[config.mk]
export PLATFORM = sky130hd
export DESIGN_NAME = instr_fetch_unit
export DESIGN_NICKNAME = d
export VERILOG_FILES = /design/src/rtl/instr_fetch_unit_pkg.sv /design/src/rtl/instr_fetch_unit_timeout_ctr.sv /design/src/rtl/instr_fetch_unit.sv
export SDC_FILE = /design/constraint.sdc
export NUM_CORES = 1
export LEC_CHECK = 0
export ABC_AREA = 1
export BUFFER_PORTS_ARGS = -buffer_cell sky130_fd_sc_hd__buf_2
export CORE_MARGIN = 2
export CORE_UTILIZATION = 47
export DETAILED_ROUTE_END_ITERATION = 8
export GPL_TIMING_DRIVEN = 0
export PLACE_DENSITY = 0.77
export SLEW_MARGIN = 0
export SYNTH_ARGS = -nofsm -noshare
export SYNTH_HDL_FRONTEND = slang
export SYNTH_HIERARCHICAL = 1
export SYNTH_SLANG_ARGS = --single-unit
[constraint.sdc]
create_clock -name clk -period 2.5 [get_ports clk]
set_clock_uncertainty 0.1 [all_clocks]
set_input_delay 0.25 -clock clk [delete_from_list [all_inputs] [get_ports clk]]
set_output_delay 0.25 -clock clk [all_outputs]
set_load 0.01 [all_outputs]
[src/rtl/instr_fetch_unit_pkg.sv]
// Shared CPU front-end definitions: bus widths and the fetch FSM state encoding,
// reused by the fetch stage, decode and debug logic.
package instr_fetch_unit_pkg;

  localparam int FETCH_ADDR_W = 16;
  localparam int FETCH_DATA_W = 16;

  typedef logic [2:0] fetch_state_t;

  localparam fetch_state_t S_IDLE  = 3'd0;
  localparam fetch_state_t S_REQ   = 3'd1;
  localparam fetch_state_t S_WAIT  = 3'd2;
  localparam fetch_state_t S_HOLD  = 3'd3;
  localparam fetch_state_t S_DRAIN = 3'd4;

endpackage

[src/rtl/instr_fetch_unit_timeout_ctr.sv]
// Wait-cycle counter for the fetch stage: cleared on grant, counts while
// waiting for read data, flags the last permitted wait cycle.
module fetch_timeout_ctr #(
  parameter int TIMEOUT = 255
) (
  input  logic clk,
  input  logic rst,
  input  logic i_clear,
  input  logic i_enable,
  output logic o_tc
);

  localparam int CNT_W = $clog2(TIMEOUT + 1);

  if (TIMEOUT < 1) begin : g_bad_timeout
    $error("fetch_timeout_ctr: TIMEOUT must be at least 1");
  end

  logic [CNT_W-1:0] r_count;

  always_ff @(posedge clk) begin
    if (rst) begin
      r_count <= '0;
    end else if (i_clear) begin
      r_count <= '0;
    end else if (i_enable) begin
      r_count <= r_count + CNT_W'(1);
    end
  end

  // Asserted during the TIMEOUT-th consecutive wait cycle with no response.
  assign o_tc = i_enable && (r_count == CNT_W'(TIMEOUT - 1));

endmodule

[src/rtl/instr_fetch_unit.sv]
// Instruction fetch stage: one outstanding read to instruction memory, result
// held for decode until consumed, with branch-redirect flush and sticky error.
module instr_fetch_unit
  import instr_fetch_unit_pkg::*;
#(
  parameter int ADDR_W  = FETCH_ADDR_W,
  parameter int DATA_W  = FETCH_DATA_W,
  parameter int TIMEOUT = 255
) (
  input  logic              clk,
  input  logic              rst,
  input  logic [ADDR_W-1:0] pc_in,
  input  logic              pc_valid,
  output logic              pc_ready,
  input  logic              flush,
  output logic              mem_req,
  output logic [ADDR_W-1:0] mem_addr,
  input  logic              mem_gnt,
  input  logic              mem_rvalid,
  input  logic [DATA_W-1:0] mem_rdata,
  output logic              instr_valid,
  output logic [DATA_W-1:0] instr,
  output logic [ADDR_W-1:0] instr_pc,
  input  logic              instr_ready,
  output logic              fetch_err
);

  fetch_state_t      r_state;
  logic [ADDR_W-1:0] r_addr;
  logic [DATA_W-1:0] r_instr;
  logic [ADDR_W-1:0] r_instr_pc;
  logic              r_err;

  logic w_accept;
  logic w_ctr_clear;
  logic w_ctr_en;
  logic w_timeout;
  logic w_stray;

  assign pc_ready    = !flush && ((r_state == S_IDLE) ||
                                  ((r_state == S_HOLD) && instr_ready));
  assign w_accept    = pc_valid && pc_ready;
  assign w_ctr_clear = (r_state == S_REQ) && mem_gnt;
  assign w_ctr_en    = (r_state == S_WAIT);
  // A response is only expected while waiting for it or draining a flushed one.
  assign w_stray     = mem_rvalid && (r_state inside {S_IDLE, S_REQ, S_HOLD});

  fetch_timeout_ctr #(
    .TIMEOUT (TIMEOUT)
  ) u_timeout_ctr (
    .clk      (clk),
    .rst      (rst),
    .i_clear  (w_ctr_clear),
    .i_enable (w_ctr_en),
    .o_tc     (w_timeout)
  );

  // NOTE: every register here uses <= so all branches read the pre-edge state.
  always_ff @(posedge clk) begin
    if (rst) begin
      r_state    <= S_IDLE;
      r_addr     <= '0;
      r_instr    <= '0;
      r_instr_pc <= '0;
      r_err      <= 1'b0;
    end else begin
      if (w_accept) r_addr <= pc_in;
      if (w_stray)  r_err  <= 1'b1;

      case (r_state)
        S_IDLE: begin
          if (w_accept) r_state <= S_REQ;
        end
        S_REQ: begin
          if (flush) begin
            r_state <= mem_gnt ? S_DRAIN : S_IDLE;
          end else if (mem_gnt) begin
            r_state <= S_WAIT;
          end
        end
        S_WAIT: begin
          if (flush) begin
            r_state <= mem_rvalid ? S_IDLE : S_DRAIN;
          end else if (mem_rvalid) begin
            r_instr    <= mem_rdata;
            r_instr_pc <= r_addr;
            r_state    <= S_HOLD;
          end else if (w_timeout) begin
            r_err   <= 1'b1;
            r_state <= S_DRAIN;
          end
        end
        S_HOLD: begin
          if (flush) begin
            r_state <= S_IDLE;
          end else if (instr_ready) begin
            r_state <= w_accept ? S_REQ : S_IDLE;
          end
        end
        S_DRAIN: begin
          // The abandoned response must still be absorbed before a new request.
          if (mem_rvalid) r_state <= S_IDLE;
        end
        default: r_state <= S_IDLE;
      endcase
    end
  end

  assign mem_req     = (r_state == S_REQ);
  assign mem_addr    = r_addr;
  assign instr_valid = (r_state == S_HOLD);
  assign instr       = r_instr;
  assign instr_pc    = r_instr_pc;
  assign fetch_err   = r_err;

endmodule
==> results of run 1 <==
critical path, cell delays in order, from the launching register on:
cell and delay [ns]:
dfxtp_1 0.42, inv_2 0.09, nor2_4 0.12, nand2_2 0.10
inv_1 0.19, nand2_2 0.11, nor3_1 0.27, inv_1 0.09
nand4_1 0.11, nand3_1 0.08, nor2_1 0.16, nand2_1 0.09
a21oi_1 0.12
power by group through the flow:
stage | clock (mW) | sequential [mW] | combinational (mW)
final | 0.823 | 1.03 | 0.294
after detailed placement | 0 | 1.05 | 0.293
after global routing | 0.888 | 1.03 | 0.332
after floorplan | 0 | 1.06 | 0.165
after CTS | 0.844 | 1.03 | 0.295
after global placement | 0 | 1.05 | 0.288
layout make-up:
cell class	instances	share of cell area
multi-input cells	201	0.3144
inverters	37	0.04417
well taps	70	0.02786
clock inverters	5	0.01671
clock buffers	11	0.04178
repair buffers	90	0.1433
flip-flops and latches	60	0.3820
plain buffers	13	0.02984
logic make-up after synthesis:
| group | synth area share |
|---|---|
| AOI/OAI and AO/OA | 0.2066 |
| DFF | 0.4959 |
| and+or+nand+nor | 0.1911 |
| buffers and inverters | 0.09607 |
| adders and majority gates | 0.01033 |
sequential cells by signal (all words and copies together), names as in the netlist:
register / count
instr_pc: 16
mem_addr: 16
u_timeout_ctr/r_count: 8
instr: 16
fetch_err: 1
r_state: 3
layout by cell type, fill, tap and decap left out, types with 2 or more instances in the layout:
cell / instances
buf_2: 93
dfxtp_1: 60
nor2_1: 53
a21oi_1: 41
inv_1: 34
o21ai_0: 31
nand2_1: 26
o21ai_1: 20
nand3_1: 9
clkbuf_8: 9
clkbuf_1: 6
buf_6: 5
nand4_1: 4
inv_2: 3
nor2_4: 3
clkinv_2: 3
nand2_2: 2
nor3_1: 2
o21ai_2: 2
ha_1: 2
how the worst max path moves through the flow:
stage,cells past startpoint,start,to
after floorplan,12,r_state[1],r_state[0]
final,12,r_state[1],r_state[2]
after global routing,12,r_state[1],r_state[2]
after detailed placement,12,r_state[1],r_state[2]
after global placement,12,r_state[1],r_state[2]
after CTS,12,r_state[1],r_state[2]
per-layer routing:
metal,part of all wire,global-route usage,vias to the layer above
li1,-,-,1218
met1,0.44,0.2600,1068
met2,0.46,0.3132,82
met3,0.077,0.05291,10
met4,0.015,0.08967,0
met5,0,0,-
metrics by stage:
stage / utilization / std cells
final: 0.6236 / 487
after global routing: 0.6236 / 487
after CTS: 0.6236 / 487
after detailed placement: 0.5871 / 471
after global placement: 0.5871 / 471
after floorplan: - / 311
==> flow_summary_export.csv, run 1 <==
group,metric,value,unit
status,status,"completed",
die,initial_utilization,0.4804,
run,maxCapViolCount,0,
die,core_area,5042,sq um
routing,first_iter_violations,102,
cells_and_area,design_area,3144,sq um
clock_network,cts_tree,"built",
grt,grt_pass1_wl,8.728,mm
power,fin_total_pwr,2.146,mW
yosys,synth_seq_cells,60,
timing,rsz0062_at_grt,"false",
timing,fin_crit_sh,0.8434,
yosys,yosysTopAreaCell,"dfxtp_1",
die,fp.dieH,75.79,um
yosys,async_reset_ff_frac,0,
worst_hold_path,whs_endpoint,"instr[6]",
routing,wl,5.817,mm
timing,layout_setup_ws,0.3914,ns
timing,max_freq,474.3,MHz
critical_path,reg2regPathDepth,12,
critical_path,reg2reg_slack,0.39,ns
critical_path,critPathKind,"flop to flop",
place,place_congestion,0.8491,
critical_path,reg2reg_from,"r_state[1]",
clock_network,hold_buffers,0,
grt,grt_max_degree,11,
timing,hold_violations,0,
cells_and_area,nets,453,
grt,grt_util_all_layers,0.2007,
clock_network,clockBufferDepth,2,
worst_hold_path,hold_start,"mem_rdata[6]",
critical_path,end_kind,"flop",
yosys,synth_area_leaders,"dfxtp_1, a21oi_1, nor2_1",
yosys,synth.distinct_cells,25,
timing,min_period,2.109,ns
yosys,yosysWarnings,6,
grt,grt_overflow,0,
clock_network,clock_latency,0.32,ns
yosys,syn_area,2422,sq um
grt,grt_antenna_before_repair,0,
clock_network,clk_pin_slew_worst_paths,0.07,ns
place,io_buffers,90,
yosys,syn_inst,311,
routing,ant_nets,0,
timing,setup_violations,0,
timing,drv_slew,0,
yosys,yosysMostFrequentCell,"dfxtp_1",
critical_path,cp_max_fo,7,
clock_network,cts_setup_buffers,0,
place,place_area,2960,sq um
die,die_area,5744,sq um
routing,viasPerCell,4.883,
clock_network,numClockSinks,60,
die,io_pins,91,
yosys,syn_avg_cell_area,7.789,sq um
power,power.density,682.6,nW/um^2
timing,worst_slew_pin_slew,0.5026,ns
yosys,synth_top_area_frac,0.4959,
yosys,synth_ff_type,"dfxtp_1",
clock_network,cts_buffers,9,
cells_and_area,drive_above_1_share,0.3070,
worst_hold_path,worstHoldPathType,"primary input to flop",
cells_and_area,area_growth,29.80,%
clock_network,cts_root_buf,"clkbuf_8",
clock_network,cts_resized,0,
power,p_clk_frac,0.383,
cells_and_area,fillerInstances,478,
yosys,synth_edf_count,0,
power,p_comb_frac,0.137,
yosys,synth.net_count,352,
critical_path,worstPathArrival,2.27,ns
power,switching_share,0.2669,
routing,wire_per_inst,11.94,um
timing,holdWs,0.04163,ns
timing,tns,0,ns
yosys,ys_seq_area_frac,0.4959,
die,chipWidth,75.79,um
cells_and_area,num_antenna_cells,0,
yosys,synthTopCellsByCount,"dfxtp_1, nor2_1, a21oi_1, inv_1, o21ai_0",
clock_network,htreeDepth,3,
routing,dr_total_vias,2378,
power,p_seq_frac,0.480,
cells_and_area,multi_input_area,988.4,sq um
power,p_sw,572.7,uW
critical_path,r2r_end,"r_state[2]",
routing,remaining_drc_errors,0,
place,dp_worst_setup_slack,0.4376,ns
routing,drt_pass1_iterations,4,
power,peakVddDrop,483.4,uV
cells_and_area,regArea,1201,sq um
place,post-dp-hpwl,4.212,mm
critical_path,cp.required,2.66,ns
worst_hold_path,min_path_cells,3,
die,rows,26,
critical_path,start_kind,"flop",
grt,grt_pass1_vias,1990,
power,p_int,1.573,mW
power,p_leak,1.566,nW
timing,slew_headroom,0.6637,
Note: power is estimated with default switching activity, not from simulation.
==> run 2: changes to the inputs <==
ABC_AREA = 0   (was 1)
clock period = 2.1 ns   (was 2.5 ns; I/O delays follow)
==> run 2 against run 1 <==
Compared with the run above: global-route usage is 0.36 points lower; count of clock-buffer cells in the layout is 1 higher; die area is 0.83% lower; first-iteration DRC count is 14% higher; largest cell class unchanged; worst setup slack worse by 0.25 ns; via count hardly changed; flip-flop and latch count stayed put; non-clock buffer count is 6 higher; sequential power is 15% higher; core utilization is 0.74 points lower; highest routed layer unchanged; synthesized cell count is 3.9% lower.
==> flow_summary_export.csv, run 2 <==
group,metric,value,unit
cells_and_area,num_antenna_cells,0,
worst_hold_path,worstHoldPathType,"primary input to flop",
power,peakVddDrop,437.6,uV
timing,layout_setup_ws,0.1446,ns
critical_path,reg2regPathDepth,10,
grt,grtUsageMet1,0.2465,
cells_and_area,final_core_util,0.6161,
clock_network,cts_buffers,9,
yosys,synthTopCellsByCount,"nand2_1, dfxtp_1, a21oi_1, nor2_1, clkbuf_1",
critical_path,critPathKind,"flop to flop",
routing,dr_total_vias,2377,
clock_network,htreeDepth,3,
critical_path,cp.required,2.26,ns
place,post-dp-hpwl,4.139,mm
run,maxCapViolCount,0,
yosys,async_reset_ff_frac,0,
die,initial_utilization,0.4793,
clock_network,cts_resized,0,
grt,grt_antenna_before_repair,0,
routing,remaining_drc_errors,0,
yosys,yosysWarnings,6,
cells_and_area,design_area,3087,sq um
die,io_pins,91,
clock_network,hold_buffers,0,
yosys,syn_inst,299,
clock_network,clk_pin_slew_worst_paths,0.06,ns
critical_path,cp_max_fo,10,
routing,viasPerCell,5.025,
cells_and_area,final_common_cell,"nand2_1",
critical_path,reg2reg_slack,0.14,ns
routing,first_iter_violations,116,
yosys,yosysTopAreaCell,"dfxtp_1",
die,chipWidth,75.48,um
die,fp.dieH,75.48,um
yosys,syn_avg_cell_area,8.030,sq um
cells_and_area,nets,440,
yosys,synth_area_leaders,"dfxtp_1, nand2_1, a21oi_1",
yosys,synth_top_area_frac,0.5003,
timing,rsz0062_at_grt,"false",
timing,slew_headroom,0.6551,
cells_and_area,area_growth,28.56,%
timing,holdWs,0.01108,ns
timing,fin_crit_sh,0.9312,
yosys,synth.net_count,340,
place,io_buffers,89,
grt,met3_usage,0.03439,
place,place_area,2934,sq um
yosys,yosysMostFrequentCell,"nand2_1",
grt,grt_pass1_wl,8.604,mm
grt,grt_overflow,0,
clock_network,cts_root_buf,"clkbuf_8",
power,power.density,714.3,nW/um^2
grt,top_usage_layer,"met2",
timing,setup_violations,0,
place,place_congestion,0.8570,
timing,hold_violations,0,
clock_network,numClockSinks,60,
critical_path,worstPathArrival,2.11,ns
yosys,synth_edf_count,0,
yosys,synth_seq_cells,60,
critical_path,reg2reg_from,"r_state[0]",
grt,grt_max_degree,11,
critical_path,crit_start,"r_state[0]",
timing,worst_slew_pin_slew,0.5174,ns
yosys,syn_area,2401,sq um
clock_network,clock_latency,0.33,ns
yosys,synth_ff_type,"dfxtp_1",
die,rows,26,
timing,drv_slew,0,
timing,max_freq,511.4,MHz
yosys,ys_seq_area_frac,0.5003,
routing,wl,5.773,mm
yosys,synth.distinct_cells,36,
routing,wire_per_inst,12.21,um
cells_and_area,layout_common_cells,"nand2_1, buf_2, dfxtp_1",
clock_network,clockBufferDepth,2,
grt,grt_use_met2,0.3169,
critical_path,endpoint,"r_state[2]",
die,die_area,5696,sq um
place,dp_worst_setup_slack,0.1239,ns
critical_path,start_kind,"flop",
clock_network,cts_tree,"built",
die,core_area,5010,sq um
critical_path,end_kind,"flop",
cells_and_area,drive_above_1_share,0.3027,
grt,grt_pass1_vias,1976,
timing,min_period,1.955,ns
routing,ant_nets,0,
routing,drt_pass1_iterations,4,
grt,grt_util_all_layers,0.1971,
power,p_leak,1.328,nW
status,status,"completed",
timing,tns,0,ns
clock_network,cts_setup_buffers,0,
critical_path,r2r_end,"r_state[2]",
-- run 2: changes by cell type in the layout (fill, tap and decap cells not counted), sizes merged, moves of 4 or more --
cell	before	now
a21oi	42	54
clkbuf	15	19
inv	37	2
nand2	29	102
nand3	10	4
nor2	57	15
o21ai	53	5
-- run 2: worst min-delay path by stage --
| stage | start | to | slack (ns) | cells after the start |
|---|---|---|---|---|
| after floorplan | mem_rdata[0] | instr[0] | 0.25 | 2 |
| after global placement | instr[15] | instr[15] | 0.34 | 2 |
| after detailed placement | instr[5] | instr[5] | 0.34 | 2 |
| after CTS | mem_rdata[7] | instr[7] | 0.002 | 3 |
| after global routing | mem_rdata[7] | instr[7] | 0.01 | 3 |
| final | mem_rdata[7] | instr[7] | 0.01 | 3 |
-- run 2: cell type report --
class,count,area [sq um]
fillers,497,1923
flip-flops and latches,60,1201
multi-input cells,217,1075
repair buffers,89,445.4
clock buffers,12,135.1
plain buffers,20,120.1
well taps,70,87.58
clock inverters,3,15.01
inverters,2,7.507
-- run 2: per-layer routing --
layer,vias to the layer above,routed length (um),part of all wire
li1,1195,-,-
met5,-,0,0
met1,1087,2539,0.44
met4,0,157,0.027
met3,15,277,0.048
met2,80,2799,0.48
-- run 2: cells by family (layout without fill, tap and decap cells) --
group / after synthesis / count (layout) / synth area share
simple gates: 140 / 140 / 0.2507
compound gates: 70 / 70 / 0.1668
flops: 60 / 60 / 0.5003
buf+inv: 22 / 126 / 0.05316
xor+xnor: 4 / 4 / 0.01459
fa+ha+maj: 2 / 2 / 0.01042
mux: 1 / 1 / 0.004169
-- run 2: power breakdown --
part           switching, mW  internal, mW  total [mW]  leakage (nW)
Combinational          0.113        0.0815       0.195         0.763
Sequential            0.0180          1.16        1.18         0.485
Clock                  0.415         0.416       0.831        0.0800
-- run 2: critical path, stage by stage, from the launching register on --
cell and delay [ns]:
dfxtp_1 0.34, buf_2 0.18, nand2b_1 0.21, nor2_1 0.11, buf_4 0.16, nand4_4 0.13
nor2_2 0.20, nor2_1 0.06, a22oi_1 0.19, o211ai_1 0.11, o21ai_0 0.08
-- run 2: stage by stage --
stage	instances	total power [mW]
after CTS	473	2.222
after global routing	473	2.294
after detailed placement	458	1.398
after floorplan	299	1.310
after global placement	458	1.394
final	473	2.205
